File: src/rtl/uart_rx_ctrl.sv
// uart_rx_ctrl: baud enable, recv-edge capture and RX FIFO with sticky status and irq; `UART_RX_TIMEOUT_EN adds idle timeout
module uart_rx_ctrl #(
  parameter int BUS_CLK       = 10_000_000,
  parameter int BAUD          = 9600,
  parameter int FIFO_DEPTH    = 8,
  parameter int IRQ_LEVEL     = 1,
  parameter int TIMEOUT_CHARS = 4
) (
  input  logic                              clk,
  input  logic                              rst,
  input  logic                              enable,
  output logic                              baud_en,
  input  logic [7:0]                        rx_din,
  input  logic                              rx_busy,
  input  logic                              rx_recv,
  input  logic                              rx_err,
  input  logic                              rd_en,
  output logic [7:0]                        rd_data,
  output logic                              empty,
  output logic                              full,
  output logic [$clog2(FIFO_DEPTH+1)-1:0]   count,
  output logic                              overrun,
  output logic                              frame_err,
  output logic                              timeout,
  input  logic                              clr_err,
  output logic                              irq
);
  localparam int DIV = (BUS_CLK + BAUD * 4) / (BAUD * 8);
  localparam int DW  = $clog2(DIV);
  localparam int AW  = $clog2(FIFO_DEPTH);
  localparam int CW  = $clog2(FIFO_DEPTH + 1);

  if (DIV < 2 || FIFO_DEPTH < 2 || (FIFO_DEPTH & (FIFO_DEPTH - 1)) != 0 ||
      IRQ_LEVEL < 1 || IRQ_LEVEL > FIFO_DEPTH || TIMEOUT_CHARS < 1) begin : g_bad_params
    $error("uart_rx_ctrl: illegal parameter set");
  end

  typedef enum logic [1:0] {OFF, IDLE, RXING, STOPPING} state_t;
  state_t state, state_n;
  logic [DW-1:0] bcnt;
  logic [7:0] mem [FIFO_DEPTH];
  logic [AW-1:0] head, tail;
  logic recv_q, push_ev, do_pop, wr, ovr_set, frm_set;

  assign baud_en = state != OFF && bcnt == DW'(DIV - 1);
  assign push_ev = rx_recv & ~recv_q;
  assign do_pop  = rd_en & ~empty;
  assign frm_set = push_ev & rx_err;
  assign ovr_set = push_ev & ~rx_err & full & ~rd_en;
  assign wr      = push_ev & ~rx_err & (~full | rd_en);
  assign empty   = count == '0;
  assign full    = count == CW'(FIFO_DEPTH);
  assign rd_data = empty ? 8'h00 : mem[head];
  assign irq     = count >= CW'(IRQ_LEVEL) | overrun | frame_err | timeout;

  // state register
  always_ff @(posedge clk or posedge rst)
    if (rst) state <= OFF;
    else state <= state_n;

  // enable/busy driven sequencing; a byte in flight completes after enable drops
  always_comb begin
    state_n = state;
    case (state)
      OFF:      state_n = enable ? IDLE : OFF;
      IDLE:     state_n = !enable ? OFF : rx_busy ? RXING : IDLE;
      RXING:    state_n = !rx_busy ? IDLE : !enable ? STOPPING : RXING;
      STOPPING: state_n = enable ? RXING : !rx_busy ? OFF : STOPPING;
      default:  state_n = OFF;
    endcase
  end

  // over-8 baud divider, parked at 0 while off
  always_ff @(posedge clk or posedge rst)
    if (rst) bcnt <= '0;
    else bcnt <= (state == OFF || baud_en) ? '0 : bcnt + DW'(1);

  // recv rising-edge detect, pointers and occupancy
  always_ff @(posedge clk or posedge rst)
    if (rst) begin
      recv_q <= 1'b0;
      head   <= '0;
      tail   <= '0;
      count  <= '0;
    end else begin
      recv_q <= rx_recv;
      head   <= do_pop ? head + AW'(1) : head;
      tail   <= wr ? tail + AW'(1) : tail;
      count  <= (wr & ~do_pop) ? count + CW'(1) : (~wr & do_pop) ? count - CW'(1) : count;
    end

  // FIFO storage, intentionally not reset
  always_ff @(posedge clk)
    if (wr) mem[tail] <= rx_din;

  // sticky error flags; a set wins over a same-cycle clear
  always_ff @(posedge clk or posedge rst)
    if (rst) begin
      overrun   <= 1'b0;
      frame_err <= 1'b0;
    end else begin
      overrun   <= ovr_set | (overrun & ~clr_err);
      frame_err <= frm_set | (frame_err & ~clr_err);
    end

`ifdef UART_RX_TIMEOUT_EN
  localparam int TO_MAX = TIMEOUT_CHARS * 80;
  localparam int TW     = $clog2(TO_MAX + 1);
  logic [TW-1:0] tcnt;
  logic t_clr, t_inc, t_set;
  assign t_clr = wr | do_pop | empty;
  assign t_inc = baud_en & ~rx_busy & (tcnt != TW'(TO_MAX));
  assign t_set = ~t_clr & t_inc & (tcnt == TW'(TO_MAX - 1));

  // idle char-time counter, saturates at the limit
  always_ff @(posedge clk or posedge rst)
    if (rst) tcnt <= '0;
    else tcnt <= t_clr ? '0 : t_inc ? tcnt + TW'(1) : tcnt;

  // sticky timeout, cleared by clr_err or any pop
  always_ff @(posedge clk or posedge rst)
    if (rst) timeout <= 1'b0;
    else timeout <= t_set | (timeout & ~clr_err & ~do_pop);
`else
  assign timeout = 1'b0;
`endif
endmodule
File: config.mk
export PLATFORM = sky130hd
export DESIGN_NAME = uart_rx_ctrl
export DESIGN_NICKNAME = d
export VERILOG_FILES = /design/src/rtl/uart_rx_ctrl.sv
export SDC_FILE = /design/constraint.sdc
export NUM_CORES = 1
export LEC_CHECK = 0
export CAP_MARGIN = 20
export CORE_UTILIZATION = 35
export DETAILED_ROUTE_END_ITERATION = 10
export PLACE_DENSITY = 0.63
export SYNTH_ARGS = -nofsm -noshare
export SYNTH_HDL_FRONTEND = slang
export SYNTH_SLANG_ARGS = --single-unit
File: constraint.sdc
create_clock -name clk -period 5.6 [get_ports clk]
set_input_delay 0.56 -clock clk [delete_from_list [all_inputs] [get_ports clk]]
set_output_delay 0.56 -clock clk [all_outputs]
set_load 0.03 [all_outputs]
==> results by group, run 1 <==
Drt
  – Length of routed met3 wiring: 168 um
  – Routed WL: slightly below 7000 um
  – DRC viols: 0
  – Per-cell routed wire length: 15.6 um
  – M1 WL: approximately 3000 um
  – DR vias: about 2100
  – DR pass1 iterations: 6
  – Routed Antenna Nets: 0
  – Vias per cell: around 4.9
  – Top Layer Used: met4
  – DR iter-0 viols: 97
  – WL met2: roughly 3500 um

Setup path
  – R2r startpoint: count[0]
  – Crit path DAT: between 2 and 3 ns
  – Reg2Reg Depth: 9
  – Setup crit start kind: flop
  – Crit path kind: flop to output pin
  – Crit end category: output pin
  – Reg-to-reg setup timing slack: about 3 ns
  – Worst flop-to-flop path endpoint: count[3]
  – Crit path max fanout: 34
  – Critical Path RT: approximately 5 ns

Synthesis
  – EDFF count, synth: 64
  – Mapped Cells: approximately 250
  – Mapped Area: about 3700 um^2
  – Post-synth top cells: edfxtp_1 (64), mux2i_1 (34), dfrtp_1 (23), a22o_1 (16), nor2_1 (14)
  – Synth top area share: 51.7%
  – Synth warn: 0
  – Distinct cells, synth: 38
  – Asr flop ratio synth: between 20% and 30%
  – Synth area leader: edfxtp_1
  – Ys flop type: edfxtp_1
  – Post-synthesis area per instance: 14.6 um^2
  – Yosys reg bits: between 80 and 90
  – Synth Net Count: around 280
  – Synth top area cells: edfxtp_1 (52%), dfrtp_1 (15%), mux2i_1 (9.2%)
  – Post-synthesis sequential area ratio: between 60 and 70%
  – Top-count cell post-synth: edfxtp_1

STA
  – Final worst-path cycle share: 55.0%
  – Rel. slew slack: a little under 30%
  – Final setup viols: 0
  – RSZ-0062 raised after global routing: false
  – Count of pins over their slew limit: 0
  – Final hold vios: 0
  – Slew @ Worst Pin: around 1.1 ns
  – Setup_tns: 0 ns
  – Clock skew: 0.00946 ns
  – Min Clock Period, post-route: slightly above 3 ns
  – FMAX: 325 MHz

Status
  – Status: completed

Min path
  – Hold Crit Class: flop to flop
  – Worst Hold Depth: 1
  – Hold path startpoint: state[1]
  – WHS Endpoint: state[0]

Power
  – Cell-internal power: roughly 1300 uW
  – Net Sw Power: around 760 uW
  – Maximum vdd ir drop: approximately 0.19 mV
  – Sequential power share: 40.8%
  – Clock Power Share: between 10% and 20%
  – Leak: 0.00163 uW
  – Switching Fraction: around 37%
  – PD cells: around 470 nW/um^2
  – Combinational Power Share: 39.9%

Clock network
  – CTS Sinks: 87
  – CTS Buf Count: 9
  – CTS root buffer: clkbuf_8
  – Clock latency on the worst-skew pair: about 0.35 ns
  – Hold buffer count at CTS: 0
  – Htree depth: 3
  – CTS tree: built
  – Post-CTS Setup Inserts: 0
  – CTS Buffer Depth: 2
  – Post-CTS Resized: 0
  – Clock transition at path regs: about 0.080 ns

Place
  – IO Port Bufs: 33
  – Detailed Place HPWL: approximately 4700 um
  – Post-Place Cell Area: about 4200 um^2
  – Gp weighted congestion: around 0.75

Job
  – Max Cap Violations: 0

Floorplanning
  – FP Rows: 37
  – Die span in x: 105 um
  – Total core area: approximately 10000 um^2
  – Die Footprint: 11000 um^2
  – Starting Density: between 30 and 40%
  – # IOs: 35
  – Die H: between 100 and 150 um

Global routing
  – First-pass GRT wire length: between 10000 and 15000 um
  – Largest net degree at the start of global routing: 35
  – Total Routing Usage GR: roughly 14%
  – Initial antenna violation count: 0
  – Vias in the first global route: between 2000 and 2500
  – Aggregate global routing overflow: 0

Cells and area
  – Final instance area: 4380 um^2
  – Share of layout cells above drive strength 1: 8.67%
  – Area Overhead vs Synth: 17.9%
  – Fillcell total: 939
  – Layout Nets: between 300 and 400
  – Diode count: 0
## per-stage QoR
step | setup slack (ns) | instances | hold WS [ns] | utilization (%) | power [uW]
after detailed placement | 2.54 | 417 | 0.520 | 40.5 | 1670
after global routing | 2.37 | 436 | 0.584 | 42.4 | 2160
after floorplan | 3.03 | 254 | 0.480 | - | 1410
after CTS | 2.49 | 433 | 0.536 | 42.2 | 2070
final | 2.52 | 436 | 0.530 | 42.4 | 2040
after global placement | 2.65 | 417 | 0.497 | 40.5 | 1660
## state kept, by name (all words and copies together) (netlist names)
register   flops
mem           64
bcnt           8
count          4
head           3
tail           3
state          2
frame_err      1
overrun        1
recv_q         1
## layout make-up
class	instances	area, um^2	area share (%)
clock buffer	9	124	2.83
clock inverter	7	56.3	1.29
inverter	9	33.8	0.771
multi-input combinational	149	1130	25.7
sequential	87	2500	57.0
tap	136	170	3.88
timing repair buffer	39	373	8.51
## power by group through the flow
stage                     clock (uW)  combinational [uW]  sequential (uW)
after floorplan                    0                 548              862
after global placement             0                 812              848
after detailed placement           0                 823              850
after CTS                        407                 823              836
after global routing             432                 879              848
final                            394                 815              834
## how the worst max path moves through the flow
stage               slack [ns]  cells after the start         end  startpoint
floorplan                 3.03                      5  rd_data[0]    count[0]
global placement          2.65                      4   mem[2][1]     rx_recv
detailed placement        2.54                      4   mem[2][0]     rx_recv
CTS                       2.49                      5  rd_data[5]     head[1]
global route              2.37                      5  rd_data[0]     head[1]
finish                    2.52                      5  rd_data[5]     head[1]
## layout by cell type, fill, tap and decap left out, types with 3 or more instances in the layout
master	instances
ha_1	9
a21oi_1	4
xor2_1	5
buf_4	3
inv_1	9
clkbuf_8	9
nand2b_1	3
mux2i_1	34
clkinv_4	3
a22o_1	16
nand2_1	6
xnor2_1	6
o21ai_0	6
nand4_1	3
or3_1	3
nor2_1	14
nor3_1	13
clkdlybuf4s50_1	33
dfrtp_1	23
nand3_1	7
edfxtp_1	64
## cells by family (layout without fill, tap and decap cells)
kind of cell    count (synthesis)  after routing  share of synthesized area (%)
simple gates                   62             62                           8.86
flops                          87             87                           67.2
fa+ha+maj                       9              9                           3.03
buf+inv                        18             64                           2.46
compound gates                 30             30                           5.96
mux                            36             36                           9.77
other cells                     1              1                          0.101
xor+xnor                       11             11                           2.59
## per-layer routing
| metal | track usage [%] | up-vias |
|---|---|---|
| li1 | - | 1037 |
| met1 | 16.9 | 1052 |
| met2 | 23.1 | 28 |
| met3 | 2.81 | 10 |
| met4 | 6.04 | 0 |
| met5 | 0 | - |
## worst max-delay path: stages, from the launching register on
cell and delay [ns]:
dfrtp_1 0.34, buf_4 0.47, mux2i_1 0.16, a22o_1 0.27, nor3_1 0.20, clkdlybuf4s50_1 0.71
Power figures use the tool's default switching activity.
==> run 2, diff against run 1 <==
- PLACE_DENSITY: 0.63 -> 0.65
- clock period: 5.6 -> 2.75 ns (I/O delays scaled with it)
==> run 2 against run 1 <==
  * Non-clock buffer count up 9
  * Highest routed layer unchanged
  * Critical path depth stayed put
  * Sequential share of layout area down 1.0 points
==> results by group, run 2 (synthesis gave the netlist of run 1 again) <==
Status
  – Status: completed

Power
  – PD cells: around 950 nW/um^2
  – Cell-internal power: ~2600 uW
  – Leak: 0.00170 uW
  – Maximum vdd ir drop: 0.446 mV
  – Switching Fraction: 37.9%
  – Clock Power Share: about a fifth
  – Combinational Power Share: between 30% and 40%
  – Sequential power share: 41.0%
  – Net Sw Power: 1610 uW

STA
  – Min Clock Period, post-route: 2.41 ns
  – Rel. slew slack: about two fifths
  – Slew @ Worst Pin: slightly below 0.9 ns
  – RSZ-0062 raised after global routing: false
  – Setup ws final: between 0.3 and 0.4 ns
  – Final hold vios: 0
  – Count of pins over their slew limit: 0
  – Clock skew: ~0.021 ns
  – FMAX: between 400 and 500 MHz
  – Setup_tns: 0 ns
  – Final worst-path cycle share: roughly 88%
  – Final setup viols: 0

Clock network
  – CTS Sinks: slightly below 90
  – CTS tree: built
  – Clock latency on the worst-skew pair: around 0.36 ns
  – CTS root buffer: clkbuf_8
  – Htree depth: 3
  – Post-CTS Setup Inserts: 0
  – CTS Buffer Depth: 2
  – Hold buffer count at CTS: 0
  – Clock transition at path regs: around 0.10 ns
  – CTS Buf Count: 9

Setup path
  – Crit path DAT: between 2 and 2.5 ns
  – Crit path max fanout: 15
  – Critical Path RT: 2.48 ns
  – Setup crit start kind: flop
  – Crit path kind: flop to output pin
  – Crit end category: output pin

Floorplanning
  – Total core area: 10300 um^2
  – Die span in x: roughly 110 um
  – Die Footprint: between 10000 and 15000 um^2
  – # IOs: 35
  – Die H: 105 um
  – FP Rows: 37
  – Starting Density: a little over a third

Cells and area
  – Biggest regs: mem (64), bcnt (8), count (4)
  – Multi-input logic area: roughly 1100 um^2
  – Diode count: 0
  – Share of layout cells above drive strength 1: between 10 and 15%
  – Register Area: between 2000 and 2500 um^2
  – Area Overhead vs Synth: 20.1%
  – Most frequent cells in the layout: edfxtp_1 (64), mux2i_1 (34), clkdlybuf4s50_1 (24)
  – Max reg flops: 64
  – Layout Nets: about 330
  – Top reg by flops: mem
  – Fillcell total: approximately 930
  – Commonest non-fill, non-tap cell in the layout: edfxtp_1

Drt
  – Vias per cell: 4.89
  – DR iter-0 viols: 91
  – Routed WL: roughly 7000 um
  – Routed Antenna Nets: 0
  – DRC viols: 0
  – DR pass1 iterations: 4
  – Per-cell routed wire length: ~16 um
  – DR vias: between 2000 and 2500

Place
  – Gp weighted congestion: about 0.71
  – IO Port Bufs: 33
  – Detailed Place HPWL: 4570 um
  – Worst slack, placed: 0.269 ns

Global routing
  – Vias in the first global route: roughly 2200
  – Total Routing Usage GR: between 10% and 20%
  – Aggregate global routing overflow: 0
  – Initial antenna violation count: 0
  – Largest net degree at the start of global routing: 24
  – First-pass GRT wire length: around 11000 um

Job
  – Max Cap Violations: 0

Min path
  – Hold Crit Class: primary input to async pin
run 2: final cells by class:
cell class	instances	area share [%]
flip-flops and latches	87	56.0
multi-input cells	149	25.2
clock buffers	9	2.78
repair buffers	48	9.65
clock inverters	7	1.77
well taps	136	3.81
inverters	9	0.757
run 2: path summary, 6_finish.rpt:
check | from | depth (start not counted) | slack, ns | to
hold / removal | rst | 2 | 0.40 | bcnt[7]
setup reg to reg | count[0] | 9 | 0.37 | count[3]
min in group clk | rx_recv | 1 | 0.43 | recv_q
max in group asynchronous | rst | 2 | 1.75 | head[1]
hold reg to reg | head[2] | 1 | 0.54 | head[2]
setup / recovery | head[1] | 5 | 0.34 | rd_data[5]
run 2: power by group through the flow:
stage | combinational [uW] | sequential (uW) | clock (uW)
floorplan | 1120 | 1760 | 0
global placement | 1650 | 1760 | 0
detailed placement | 1660 | 1770 | 0
CTS | 1670 | 1740 | 884
global route | 1760 | 1780 | 947
finish | 1640 | 1740 | 864
run 2: worst max-delay path, stage by stage, from the launching register on:
cell and delay (ns):
dfrtp_2 0.63, buf_4 0.33, mux2i_1 0.11, a22o_1 0.23, nor3_1 0.26, buf_4 0.22
run 2: timing repair:
| action | 4_1_cts | 5_1_grt |
|---|---|---|
| gates resized for setup | 1 | 2 |
| setup endpoints to repair | 2 | 2 |
| hold endpoints to repair | 0 | 0 |
run 2: layer usage:
metal,vias up,share of wire (%),global-route usage [%]
met4,0,1.3,5.13
met2,38,51,23.6
li1,1055,-,-
met1,1075,45,16.6
met3,7,3.1,3.31
met5,-,0,0
run 2: through the flow:
step	instances	power, uW	hold WS [ns]	util [%]	cell area, um^2
after floorplan	254	2870	0.277	-	3710
after global placement	429	3410	0.503	41.2	4250
final	445	4240	0.404	43.2	4460
after CTS	445	4290	0.415	43.2	4460
after global routing	445	4490	0.408	43.2	4460
after detailed placement	429	3430	0.524	41.2	4250
==> run 3, diff against run 2 <==
- CORE_UTILIZATION: 35 -> 51
- PLACE_DENSITY: 0.65 -> 0.85
==> run 3 against run 2 <==
  * Sequential cell count is the same
  * Non-clock buffer count shrank 4
  * Clock skew shrank 0.0096 ns
  * Sequential power is essentially flat
==> results by group, run 3 (synthesis gave the netlist of run 1 again) <==
Status
  – Status: completed

STA
  – Setup_tns: 0 ns
  – RSZ-0062 raised after global routing: false
  – Final setup viols: 0
  – Final hold vios: 0
  – Slew @ Worst Pin: around 0.84 ns
  – Rel. slew slack: between 40 and 50%
  – Clock skew: around 0.011 ns
  – FMAX: 411 MHz
  – Min Clock Period, post-route: around 2.4 ns
  – Final worst-path cycle share: around nine tenths
  – Count of pins over their slew limit: 0
  – Hold slack: a little over 0.4 ns

Floorplanning
  – Die H: a little under 90 um
  – Total core area: around 6900 um^2
  – Die Footprint: about 7600 um^2
  – FP Rows: 30
  – Die span in x: around 87 um
  – # IOs: 35
  – Starting Density: a little over half

Global routing
  – Initial antenna violation count: 0
  – First-pass GRT wire length: roughly 11000 um
  – Vias in the first global route: 2324
  – Largest net degree at the start of global routing: 35
  – Total Routing Usage GR: between 20% and 30%
  – Aggregate global routing overflow: 0

Clock network
  – CTS Sinks: 87
  – Post-CTS Resized: 0
  – Post-CTS Setup Inserts: 0
  – CTS root buffer: clkbuf_8
  – Hold buffer count at CTS: 0
  – CTS Buf Count: 9
  – Htree depth: 3
  – Clock latency on the worst-skew pair: approximately 0.35 ns
  – CTS tree: built
  – CTS Buffer Depth: 2
  – Clock transition at path regs: 0.08 ns

Power
  – Maximum vdd ir drop: between 0.3 and 0.4 mV
  – Leak: approximately 0.0017 uW
  – PD cells: a little under 1000 nW/um^2

Cells and area
  – Post-layout util: a little under two thirds
  – Final instance area: ~4400 um^2
  – Commonest non-fill, non-tap cell in the layout: edfxtp_1
  – Most frequent cells in the layout: edfxtp_1 (64), mux2i_1 (34), clkdlybuf4s50_1 (24)
  – Area Overhead vs Synth: 18.4%
  – Biggest regs: mem (64), bcnt (8), count (4)
  – Max reg flops: 64
  – Final std cells w/o fill: between 400 and 500
  – Share of layout cells above drive strength 1: 12.5%
  – Diode count: 0
  – Layout Nets: 325
  – Top reg by flops: mem
  – Fillcell total: roughly 500

Drt
  – DR vias: between 2000 and 2500
  – DRC viols: 0
  – WL met2: roughly 3700 um
  – Per-cell routed wire length: ~17 um
  – M1 WL: 2920 um
  – Top Layer Used: met4
  – Vias per cell: ~5.5
  – Length of routed met3 wiring: approximately 220 um
  – DR pass1 iterations: 4
  – Routed WL: ~7000 um
  – Routed Antenna Nets: 0
  – DR iter-0 viols: ~180

Setup path
  – Crit end category: flop
  – Crit path kind: flop to flop
  – Crit path DAT: roughly 2.7 ns
  – Setup crit start kind: flop
  – Critical Path RT: about 3 ns
  – Crit path max fanout: 7

Place
  – Detailed Place HPWL: approximately 4500 um
  – Post-Place Cells: approximately 390
  – Post-Place Cell Area: between 4000 and 5000 um^2
  – Gp weighted congestion: ~0.79
  – IO Port Bufs: 33

Min path
  – Hold Crit Class: primary input to async pin

Job
  – Max Cap Violations: 0
run 3: cell count changes in the layout (fill, tap and decap cells not counted), sizes merged:
cell / previous run / this run
buf: 22 / 20
clkinvlp: 2 / 0
dlymetal6s2s: 2 / 0
bufinv: 0 / 2
run 3: final timing paths:
path                           from       end  slack, ns  depth (start not counted)
setup / recovery           count[0]  count[3]       0.32                          9
hold / removal                  rst   bcnt[6]       0.40                          2
setup reg to reg           count[0]  count[3]       0.32                          9
hold reg to reg             head[2]   head[2]       0.53                          1
max in group asynchronous       rst  count[3]       1.83                          2
min in group clk            rx_recv    recv_q       0.43                          1
run 3: through the flow:
stage	setup slack [ns]	total power, uW
after floorplan	0.309	2870
after global placement	0.332	3350
after detailed placement	0.236	3410
after CTS	0.317	4370
after global routing	0.0968	4550
final	0.317	4330
run 3: area by class of cell:
class	instances	area (um^2)	area share, %
clock buffer	9	124	2.82
clock inverter	7	93.8	2.13
inverter	9	33.8	0.768
multi-input combinational	149	1130	25.6
sequential	87	2500	56.8
tap	96	120	2.73
timing repair buffer	44	403	9.16
run 3: where the power goes:
part | total [uW] | switching (uW) | internal [uW]
Combinational | 1670 | 948 | 718
Sequential | 1710 | 163 | 1540
Clock | 961 | 447 | 513
run 3: critical path, cell delays in order, from the launching register on:
cell and delay [ns]:
dfrtp_1 0.47, inv_1 0.11, ha_1 0.18, nand4bb_1 0.23, nand2_2 0.21, inv_1 0.06
ha_1 0.24, or4_1 0.54, a21oi_2 0.17, xor2_1 0.14
run 3: metal layers:
layer  global-route usage, %  vias to the layer above
met3                    4.83                       16
met2                    34.8                       60
met5                       0                        -
li1                        -                     1047
met1                    25.6                     1101
met4                    10.7                        0
